==> src/rtl/transmisor_activo.sv <==
// rtl/transmisor_activo.sv - transmit-side lane framer: COM sync/idle fill plus MSB-first byte serialisation
//
// Purpose:
//   Trains the lane with SYNC_COUNT COM K-symbols, then streams 32-bit words
//   as four data symbols (MSB byte first), filling gaps with COM while idle.
//
// Ports:
//   clk_4f     in   1   symbol clock, one byte per cycle
//   reset      in   1   synchronous, active-high reset
//   tx_enable  in   1   lane enable; low requests shutdown
//   data_in    in   32  word to transmit
//   valid_in   in   1   data_in valid
//   ready_out  out  1   word can be accepted this cycle (from registered state + tx_enable)
//   data_out   out  8   transmitted symbol (registered)
//   k_out      out  1   data_out is a K-character (registered)
//   active_tx  out  1   link trained and carrying data/idle (registered)

module transmisor_activo #(
    parameter int unsigned SYNC_COUNT = 4,
    parameter logic [7:0]  COM_SYMBOL = 8'hBC
) (
    input  logic        clk_4f,
    input  logic        reset,
    input  logic        tx_enable,
    input  logic [31:0] data_in,
    input  logic        valid_in,
    output logic        ready_out,
    output logic [7:0]  data_out,
    output logic        k_out,
    output logic        active_tx
);

    typedef enum logic [1:0] {
        ST_OFF  = 2'd0,
        ST_SYNC = 2'd1,
        ST_IDLE = 2'd2,
        ST_SEND = 2'd3
    } state_t;

    state_t      state_q, state_d;
    logic [3:0]  cnt_q, cnt_d;
    logic [1:0]  byte_idx_q, byte_idx_d;
    logic [31:0] word_q, word_d;
    logic [7:0]  data_out_q, data_out_d;
    logic        k_out_q, k_out_d;
    logic        active_tx_q, active_tx_d;
    logic        accept;

    // The last byte of a word is the only SEND slot that may take a new word,
    // which both gives back-to-back throughput and blocks new words during shutdown.
    assign ready_out = tx_enable &&
                       ((state_q == ST_IDLE) ||
                        (state_q == ST_SEND && byte_idx_q == 2'd3));
    assign accept    = valid_in && ready_out;

    always_comb begin
        state_d     = state_q;
        cnt_d       = 4'd0;
        byte_idx_d  = byte_idx_q;
        word_d      = word_q;
        data_out_d  = 8'h00;
        k_out_d     = 1'b0;
        active_tx_d = 1'b0;

        case (state_q)
            ST_OFF: begin
                if (tx_enable) begin
                    // The COM emitted on this edge is the first one counted.
                    state_d = ST_SYNC;
                    cnt_d   = 4'd1;
                end
            end
            ST_SYNC: begin
                if (!tx_enable) begin
                    state_d = ST_OFF;
                end else if (cnt_q == 4'(SYNC_COUNT)) begin
                    state_d = ST_IDLE;
                end else begin
                    cnt_d = cnt_q + 4'd1;
                end
            end
            ST_IDLE: begin
                if (accept) begin
                    state_d    = ST_SEND;
                    word_d     = data_in;
                    byte_idx_d = 2'd0;
                end else if (!tx_enable) begin
                    state_d = ST_OFF;
                end
            end
            ST_SEND: begin
                // A started word always completes, regardless of tx_enable.
                if (byte_idx_q != 2'd3) begin
                    byte_idx_d = byte_idx_q + 2'd1;
                end else if (accept) begin
                    word_d     = data_in;
                    byte_idx_d = 2'd0;
                end else if (tx_enable) begin
                    state_d = ST_IDLE;
                end else begin
                    state_d = ST_OFF;
                end
            end
            default: state_d = ST_OFF;
        endcase

        // Outputs are registered, so they are decoded from the state being entered.
        case (state_d)
            ST_SYNC, ST_IDLE: begin
                data_out_d = COM_SYMBOL;
                k_out_d    = 1'b1;
            end
            ST_SEND: begin
                case (byte_idx_d)
                    2'd0:    data_out_d = word_d[31:24];
                    2'd1:    data_out_d = word_d[23:16];
                    2'd2:    data_out_d = word_d[15:8];
                    default: data_out_d = word_d[7:0];
                endcase
            end
            default: ;
        endcase
        active_tx_d = (state_d == ST_IDLE) || (state_d == ST_SEND);
    end

    always_ff @(posedge clk_4f) begin
        if (reset) begin
            state_q     <= ST_OFF;
            cnt_q       <= 4'd0;
            byte_idx_q  <= 2'd0;
            word_q      <= 32'd0;
            data_out_q  <= 8'h00;
            k_out_q     <= 1'b0;
            active_tx_q <= 1'b0;
        end else begin
            state_q     <= state_d;
            cnt_q       <= cnt_d;
            byte_idx_q  <= byte_idx_d;
            word_q      <= word_d;
            data_out_q  <= data_out_d;
            k_out_q     <= k_out_d;
            active_tx_q <= active_tx_d;
        end
    end

    assign data_out  = data_out_q;
    assign k_out     = k_out_q;
    assign active_tx = active_tx_q;

endmodule
==> config.mk <==
export PLATFORM = sky130hd
export DESIGN_NAME = transmisor_activo
export DESIGN_NICKNAME = d
export VERILOG_FILES = /design/src/rtl/transmisor_activo.sv
export SDC_FILE = /design/constraint.sdc
export NUM_CORES = 1
export LEC_CHECK = 0
export BUFFER_PORTS_ARGS = -buffer_cell sky130_fd_sc_hd__buf_4
export CAP_MARGIN = 20
export CORE_UTILIZATION = 58
export CTS_CLUSTER_SIZE = 10
export DETAILED_ROUTE_END_ITERATION = 10
export PLACE_DENSITY_LB_ADDON = 0.05
export SYNTH_ARGS = -nofsm -noshare
export SYNTH_HDL_FRONTEND = slang
export SYNTH_SLANG_ARGS = --single-unit
==> constraint.sdc <==
create_clock -name clk_4f -period 4.1 [get_ports clk_4f]
set_clock_uncertainty 0.05 [all_clocks]
set_input_delay 0.615 -clock clk_4f [delete_from_list [all_inputs] [get_ports clk_4f]]
set_output_delay 0.615 -clock clk_4f [all_outputs]
set_load 0.03 [all_outputs]
==> results of run 1 <==
[synth_stat cells (2+ instances only)]
cell      number
a31oi_1        5
nor3_1         5
buf_6          3
a221oi_1       5
clkbuf_1       6
dfxtp_1       50
and3b_1        3
a22o_1         2
a21oi_1       20
nor2b_1       14
o21ai_0        7
inv_1          9
mux2i_1       10
nand4_1       12
buf_4          2
buf_2          3
o31ai_1       10
nor2_1        23
nand2_1       21
ha_1           6
nand3_1        2
a311oi_4       2
mux2_2         7
[power by group]
group	switching (µW)	internal (µW)	leakage, µW
logic	30.6	27.7	0.000660
registers	2.58	489	0.000404
clock network	151	115	0.0000438
total	184	631	0.00111
[cell usage in the layout, fill, tap and decap left out, drive strengths merged, types with 5 or more instances in the layout]
| master | netlist | layout |
|---|---|---|
| a221oi | 5 | 5 |
| o21ai | 7 | 7 |
| o31ai | 10 | 10 |
| nor2 | 23 | 23 |
| clkbuf | 6 | 5 |
| ha | 6 | 6 |
| inv | 10 | 10 |
| dfxtp | 50 | 50 |
| a21oi | 20 | 20 |
| mux2i | 10 | 10 |
| nor3 | 6 | 6 |
| nor2b | 15 | 15 |
| nand2 | 22 | 22 |
| buf | 9 | 47 |
| nand4 | 12 | 12 |
| mux2 | 7 | 7 |
| a31oi | 5 | 5 |
[cells by family after synthesis]
group,share of synthesized area [%]
AND/OR/NAND/NOR,22.7
AO/OA/AOI/OAI,16.6
flip-flops,43.5
buffers and inverters,5.54
multiplexers,7.77
adder cells (fa/ha/maj),3.26
XOR/XNOR,0.761
[per-stage QoR]
stage / hold slack (ns) / cells / setup WS (ns) / cell area (µm²) / total power [µW]
6_report: 0.416 / 337 / 1.17 / 2710 / 815
5_1_grt: 0.436 / 337 / 0.916 / 2710 / 845
4_1_cts: 0.415 / 337 / 1.17 / 2710 / 820
3_5_place_dp: 0.403 / 330 / 1.19 / 2630 / 561
3_3_place_gp: 0.393 / 330 / 1.28 / 2630 / 560
2_1_floorplan: 0.382 / 250 / 1.63 / 2300 / 528
[tightest hold or removal path, stage by stage (launching register included)]
cell and delay (ns):
dfxtp_1 0.32, nand2_1 0.05, a21oi_1 0.05
[state kept, by name, indices dropped and copies added (netlist names)]
name,flops
active_tx,1
byte_idx_q,2
cnt_q,4
data_out,8
k_out,1
state_q,2
word_q,32
[worst max path at each step]
stage	from	endpoint	cells after the start
after floorplan	byte_idx_q[1]	data_out[6]	12
after global routing	byte_idx_q[1]	data_out[6]	10
final	byte_idx_q[1]	data_out[6]	10
after CTS	byte_idx_q[1]	data_out[6]	10
after global placement	byte_idx_q[1]	data_out[6]	10
after detailed placement	byte_idx_q[1]	data_out[6]	10
[layout make-up]
class,instances,share of cell area (%)
multi-input cells,175,43.4
clock inverters,2,0.370
inverters,10,1.39
clock buffers,5,2.54
well taps,48,2.22
flip-flops and latches,50,37.0
repair buffers,47,13.0
[routing by layer]
metal	global-route usage, %	vias up	routed length (µm)
met4	8.42	0	66
met1	29.9	906	2150
met5	0	-	0
met3	5.63	7	203
met2	43.8	49	2400
li1	-	965	-
==> impl_metrics.py, run 1 <==
metrics = {
    "critical_path": {
        "required_ns": 4.24,
        "worstPathMaxFanout": 19,
        "reg2reg_slack_ns": 1.17,
        "slowest_stage": "nand2b_1",
        "crit_chain": "ha_1 -> nand2b_1 -> a21oi_1 -> nor2_1 -> inv_1 -> ha_1 -> nor2b_1 -> or2b_2 -> nor2_1 -> a22o_1",
        "crit_family": "simple AND/OR/NAND/NOR gates",
        "critPathBufInv": 1,
        "slowest_delay_ns": 0.66,
        "r2r_end": "data_out[6]",
        "rr_worst_depth": 10,
        "critical_path_class": "reg2reg",
        "r2r-start": "byte_idx_q[1]",
        "critPathArrivalTime_ns": 3.07,
        "worstSetupStartpointType": "flop",
        "cp-end-kind": "flop",
    },
    "clock_tree": {
        "ctsHoldBuffers": 0,
        "clock_sinks": 50,
        "cts_root_buf": "clkbuf_8",
        "clk_pin_slew_worst_paths_ns": 0.08,
        "cts-buffers-inserted": 5,
        "clockBufferDepth": 2,
        "post_cts_buffers": 0,
        "clock_latency_ns": 0.30,
        "postCtsResizedCells": 0,
        "cts_tree": "yes",
        "h-tree-depth": 2,
    },
    "yosys": {
        "synth-edff-count": 0,
        "syn-instance-count": 250,
        "synth_top_area_cell": "dfxtp_1",
        "async_flop_share_pct": 0,
        "synth_seq_cells": 50,
        "synthTopCellsByArea": "dfxtp_1 43%, a21oi_1 4.3%, mux2i_1 4.3%, nor2b_1 3.8%, nor2_1 3.7%",
        "yosysSeqAreaShare_pct": 43.5,
        "netlist_area_um2": 2300,
        "synth.distinct_cells": 46,
        "postSynthNetCount": 292,
        "ys_warn_count": 0,
        "synth_ff_type": "dfxtp_1",
        "synth_top_area_share_pct": 43.5,
        "syn_area_per_cell_um2": 9.21,
    },
    "floorplan": {
        "die_w_um": 65.0,
        "die_area_um2": 4230,
        "coreArea_um2": 3740,
        "die_h_um": 65.0,
        "ios": 47,
        "rows": 22,
        "initial_utilization_pct": 61.5,
    },
    "power": {
        "power_per_cell_area_nw_per_um2": 301,
        "vdd_drop_max_uv": 277,
        "leakage_uw": 0.00111,
    },
    "run": {
        "cap_violations": 0,
    },
    "worst_hold_path": {
        "whs_path_depth": 2,
        "min_to": "word_q[24]",
        "min-delay-start": "word_q[24]",
        "min_path_type": "reg2reg",
    },
    "layout": {
        "multi_input_area_um2": 1170,
        "fin_nets": 331,
        "regArea_um2": 1000,
        "finish.utilization_pct": 72.3,
        "fill_cells": 305,
        "insertedDiodeCount": 0,
        "syn2layout_area_growth_pct": 17.4,
        "drive_gt1_share_pct": 25.3,
    },
    "global_routing": {
        "grt_max_degree": 42,
        "overflow": 0,
        "grt_pass1_vias": 1844,
        "antenna_found_initial": 0,
        "track_usage_pct": 25.0,
        "grt_pass1_wl_um": 8070,
    },
    "sta": {
        "period_needed_ns": 2.93,
        "setup_viol": 0,
        "hold_viol": 0,
        "fmax_mhz": 342,
        "worstMarginPinSlew_ns": 0.805,
        "post-route-period-util_pct": 71.3,
        "drv_slew": 0,
        "slew_headroom_pct": 46.3,
        "setup_tns_ns": 0,
        "grt_setup_unrepaired": "false",
    },
    "routing": {
        "first_pass_iters": 4,
        "routed_wl_um": 4820,
        "avgRoutedWirePerCell_um": 14.3,
        "post_drt_via_cell_ratio": 5.72,
        "vias": 1927,
        "ant_nets": 0,
        "drc": 0,
        "drt_iter0_drc": 144,
    },
    "placed_design": {
        "finalWeightedCongestion": 0.847,
        "dpl.hpwl_um": 3460,
        "placement.io_buffers": 46,
    },
    "run_status": {
        "outcome": "completed",
    },
}
(Power assumes the default switching activity.)
==> inputs of run 2 (changes only) <==
- ABC_AREA: not set -> 1
- CORE_UTILIZATION: 58 -> 54
- clock period: 4.1 -> 2.7 ns (I/O delays scaled with it)
==> run 2 against run 1 <==
Compared with the run above:
- area after synthesis is 2.3% higher
- synthesized cell count is 35% higher
- sequential power is 53% higher
- die area is 9.5% higher
- register-to-register slack worse by 0.72 ns
- critical path type unchanged
==> impl_metrics.py, run 2 <==
metrics = {
    "run_status": {
        "outcome": "completed",
    },
    "clock_tree": {
        "cts_root_buf": "clkbuf_8",
        "cts-buffers-inserted": 5,
        "postCtsResizedCells": 0,
        "post_cts_buffers": 0,
        "clock_sinks": 50,
        "clock_latency_ns": 0.29,
        "ctsHoldBuffers": 0,
        "clockBufferDepth": 2,
        "cts_tree": "yes",
        "clk_pin_slew_worst_paths_ns": 0.08,
        "h-tree-depth": 2,
    },
    "layout": {
        "regMostFlops": "word_q",
        "fin_nets": 422,
        "layout_common_cells": "69 x nand2_1, 67 x inv_1, 50 x dfxtp_1",
        "layout_commonest_cell": "nand2_1",
        "largest_register_ffs": 32,
        "syn2layout_area_growth_pct": 17.8,
        "insertedDiodeCount": 0,
        "fill_cells": 390,
        "final_cell_area_um2": 2780,
        "finish.utilization_pct": 67.9,
        "drive_gt1_share_pct": 16.9,
    },
    "yosys": {
        "synthTopCellsByArea": "dfxtp_1 42%, nand2_1 11%, inv_1 11%, nor2_1 7.5%, o21ai_0 6.2%",
        "synth_top_area_share_pct": 42.5,
        "synth_seq_cells": 50,
        "synth_ff_type": "dfxtp_1",
        "synth_top_area_cell": "dfxtp_1",
        "synth.distinct_cells": 29,
        "post-synth-top-count-cell": "nand2_1",
        "synth_common_cells": "69 x nand2_1, 67 x inv_1, 50 x dfxtp_1",
        "synth-edff-count": 0,
        "syn-instance-count": 337,
        "syn_area_per_cell_um2": 6.99,
        "netlist_area_um2": 2360,
        "ys_warn_count": 0,
        "yosysSeqAreaShare_pct": 42.5,
        "async_flop_share_pct": 0,
        "postSynthNetCount": 379,
    },
    "sta": {
        "post-route-period-util_pct": 83.0,
        "hold_viol": 0,
        "setup_viol": 0,
        "worstMarginPinSlew_ns": 0.474,
        "setup_tns_ns": 0,
        "period_needed_ns": 2.24,
        "slew_headroom_pct": 68.4,
        "fmax_mhz": 446,
        "grt_setup_unrepaired": "false",
        "drv_slew": 0,
        "timing.hold.ws_ns": 0.314,
    },
    "global_routing": {
        "grt_pass1_wl_um": 7330,
        "grt_pass1_vias": 1718,
        "grt_max_degree": 46,
        "overflow": 0,
        "antenna_found_initial": 0,
        "track_usage_pct": 21.2,
    },
    "worst_hold_path": {
        "min_path_type": "in2reg",
    },
    "routing": {
        "routed_wl_um": 4530,
        "vias": 2035,
        "first_pass_iters": 4,
        "avgRoutedWirePerCell_um": 10.6,
        "post_drt_via_cell_ratio": 4.74,
        "drc": 0,
        "drt_iter0_drc": 103,
        "ant_nets": 0,
    },
    "power": {
        "power_per_cell_area_nw_per_um2": 454,
        "p_seq_share_pct": 59.3,
        "intPower_uw": 989,
        "p_clk_share_pct": 33.4,
        "switching_share_pct": 21.6,
        "power.total_uw": 1260,
        "p_comb_share_pct": 7.3,
        "vdd_drop_max_uv": 285,
        "p_sw_uw": 273,
        "leakage_uw": 0.00154,
    },
    "floorplan": {
        "initial_utilization_pct": 57.7,
        "die_w_um": 68.1,
        "coreArea_um2": 4090,
        "rows": 23,
        "die_area_um2": 4630,
        "ios": 47,
        "die_h_um": 68.1,
    },
    "placed_design": {
        "dpl.hpwl_um": 3310,
        "placement.io_buffers": 46,
        "dpl_cell_area_um2": 2690,
        "finalWeightedCongestion": 0.834,
    },
    "critical_path": {
        "cpMostUsedCell": "inv_1",
        "slowest_stage": "dfxtp_1",
        "worstSetupStartpointType": "flop",
        "slowest_delay_ns": 0.38,
        "cp-end-kind": "flop",
        "crit_chain": "ha_1 -> inv_1 -> nand2_1 -> nand3_4 -> nand2_1 -> inv_1 -> nand3_1 -> inv_1 -> ha_1 -> or2_2 -> a21oi_1",
        "critPathArrivalTime_ns": 2.41,
        "required_ns": 2.87,
        "critPathBufInv": 3,
        "crit_family": "simple AND/OR/NAND/NOR gates",
        "worstPathMaxFanout": 30,
        "critical_path_class": "reg2reg",
        "reg2reg_slack_ns": 0.46,
    },
    "run": {
        "cap_violations": 0,
    },
}
[run 2: cell types whose count changed after synthesis, moves of 6 or more]
cell,before,now
o21ai_0,7,29
nor2b_1,14,0
o31ai_1,10,0
nor2_1,23,47
mux2_2,7,0
inv_1,9,67
nand2_1,21,69
mux2i_1,10,4
a21oi_1,20,7
nand4_1,12,1
nand3_1,2,21
[run 2: kinds of logic after synthesis]
| group | count (synthesis) | synth area share, % |
|---|---|---|
| compound gates | 43 | 9.29 |
| simple gates | 150 | 27.8 |
| fa+ha+maj | 6 | 3.19 |
| mux | 4 | 1.70 |
| flops | 50 | 42.5 |
| buf+inv | 82 | 14.8 |
| xor+xnor | 2 | 0.744 |
[run 2: per-layer routing]
metal | global-route usage [%] | share of wire [%]
met2 | 33.9 | 47
met1 | 28.1 | 47
met4 | 4.69 | 0.84
met3 | 5.83 | 4.9
met5 | 0 | 0
[run 2: final cells by class]
cell class | count | area [µm²] | area share, %
inverters | 70 | 264 | 9.51
well taps | 50 | 62.6 | 2.25
multi-input cells | 205 | 1010 | 36.2
clock buffers | 6 | 82.6 | 2.97
flip-flops and latches | 50 | 1000 | 36.1
repair buffers | 48 | 360 | 13.0
[run 2: power groups by stage]
stage / sequential, µW / combinational (µW) / clock (µW)
finish: 749 / 92.1 / 421
global placement: 766 / 92.1 / 0
CTS: 749 / 93.0 / 434
global route: 750 / 101 / 465
floorplan: 776 / 28.0 / 0
detailed placement: 766 / 92.6 / 0
[run 2: tightest hold or removal path, delay by kind of cell]
| family | cells | cell delay (ns) |
|---|---|---|
| simple gates | 1 | 0.08 |
| buf+inv | 1 | 0.07 |
| mux | 1 | 0.07 |
[run 2: path summary, 6_finish.rpt]
kind / start / to / depth (start not counted)
max: byte_idx_q[0] / data_out[5] / 11
min: data_in[24] / word_q[24] / 3
max reg2reg: byte_idx_q[0] / data_out[5] / 11
min reg2reg: word_q[1] / word_q[1] / 2
[run 2: stage by stage]
stage	cells	setup WS [ns]
2_1_floorplan	337	0.928
3_5_place_dp	423	0.470
5_1_grt	429	0.178
4_1_cts	429	0.433
3_3_place_gp	423	0.539
6_report	429	0.460
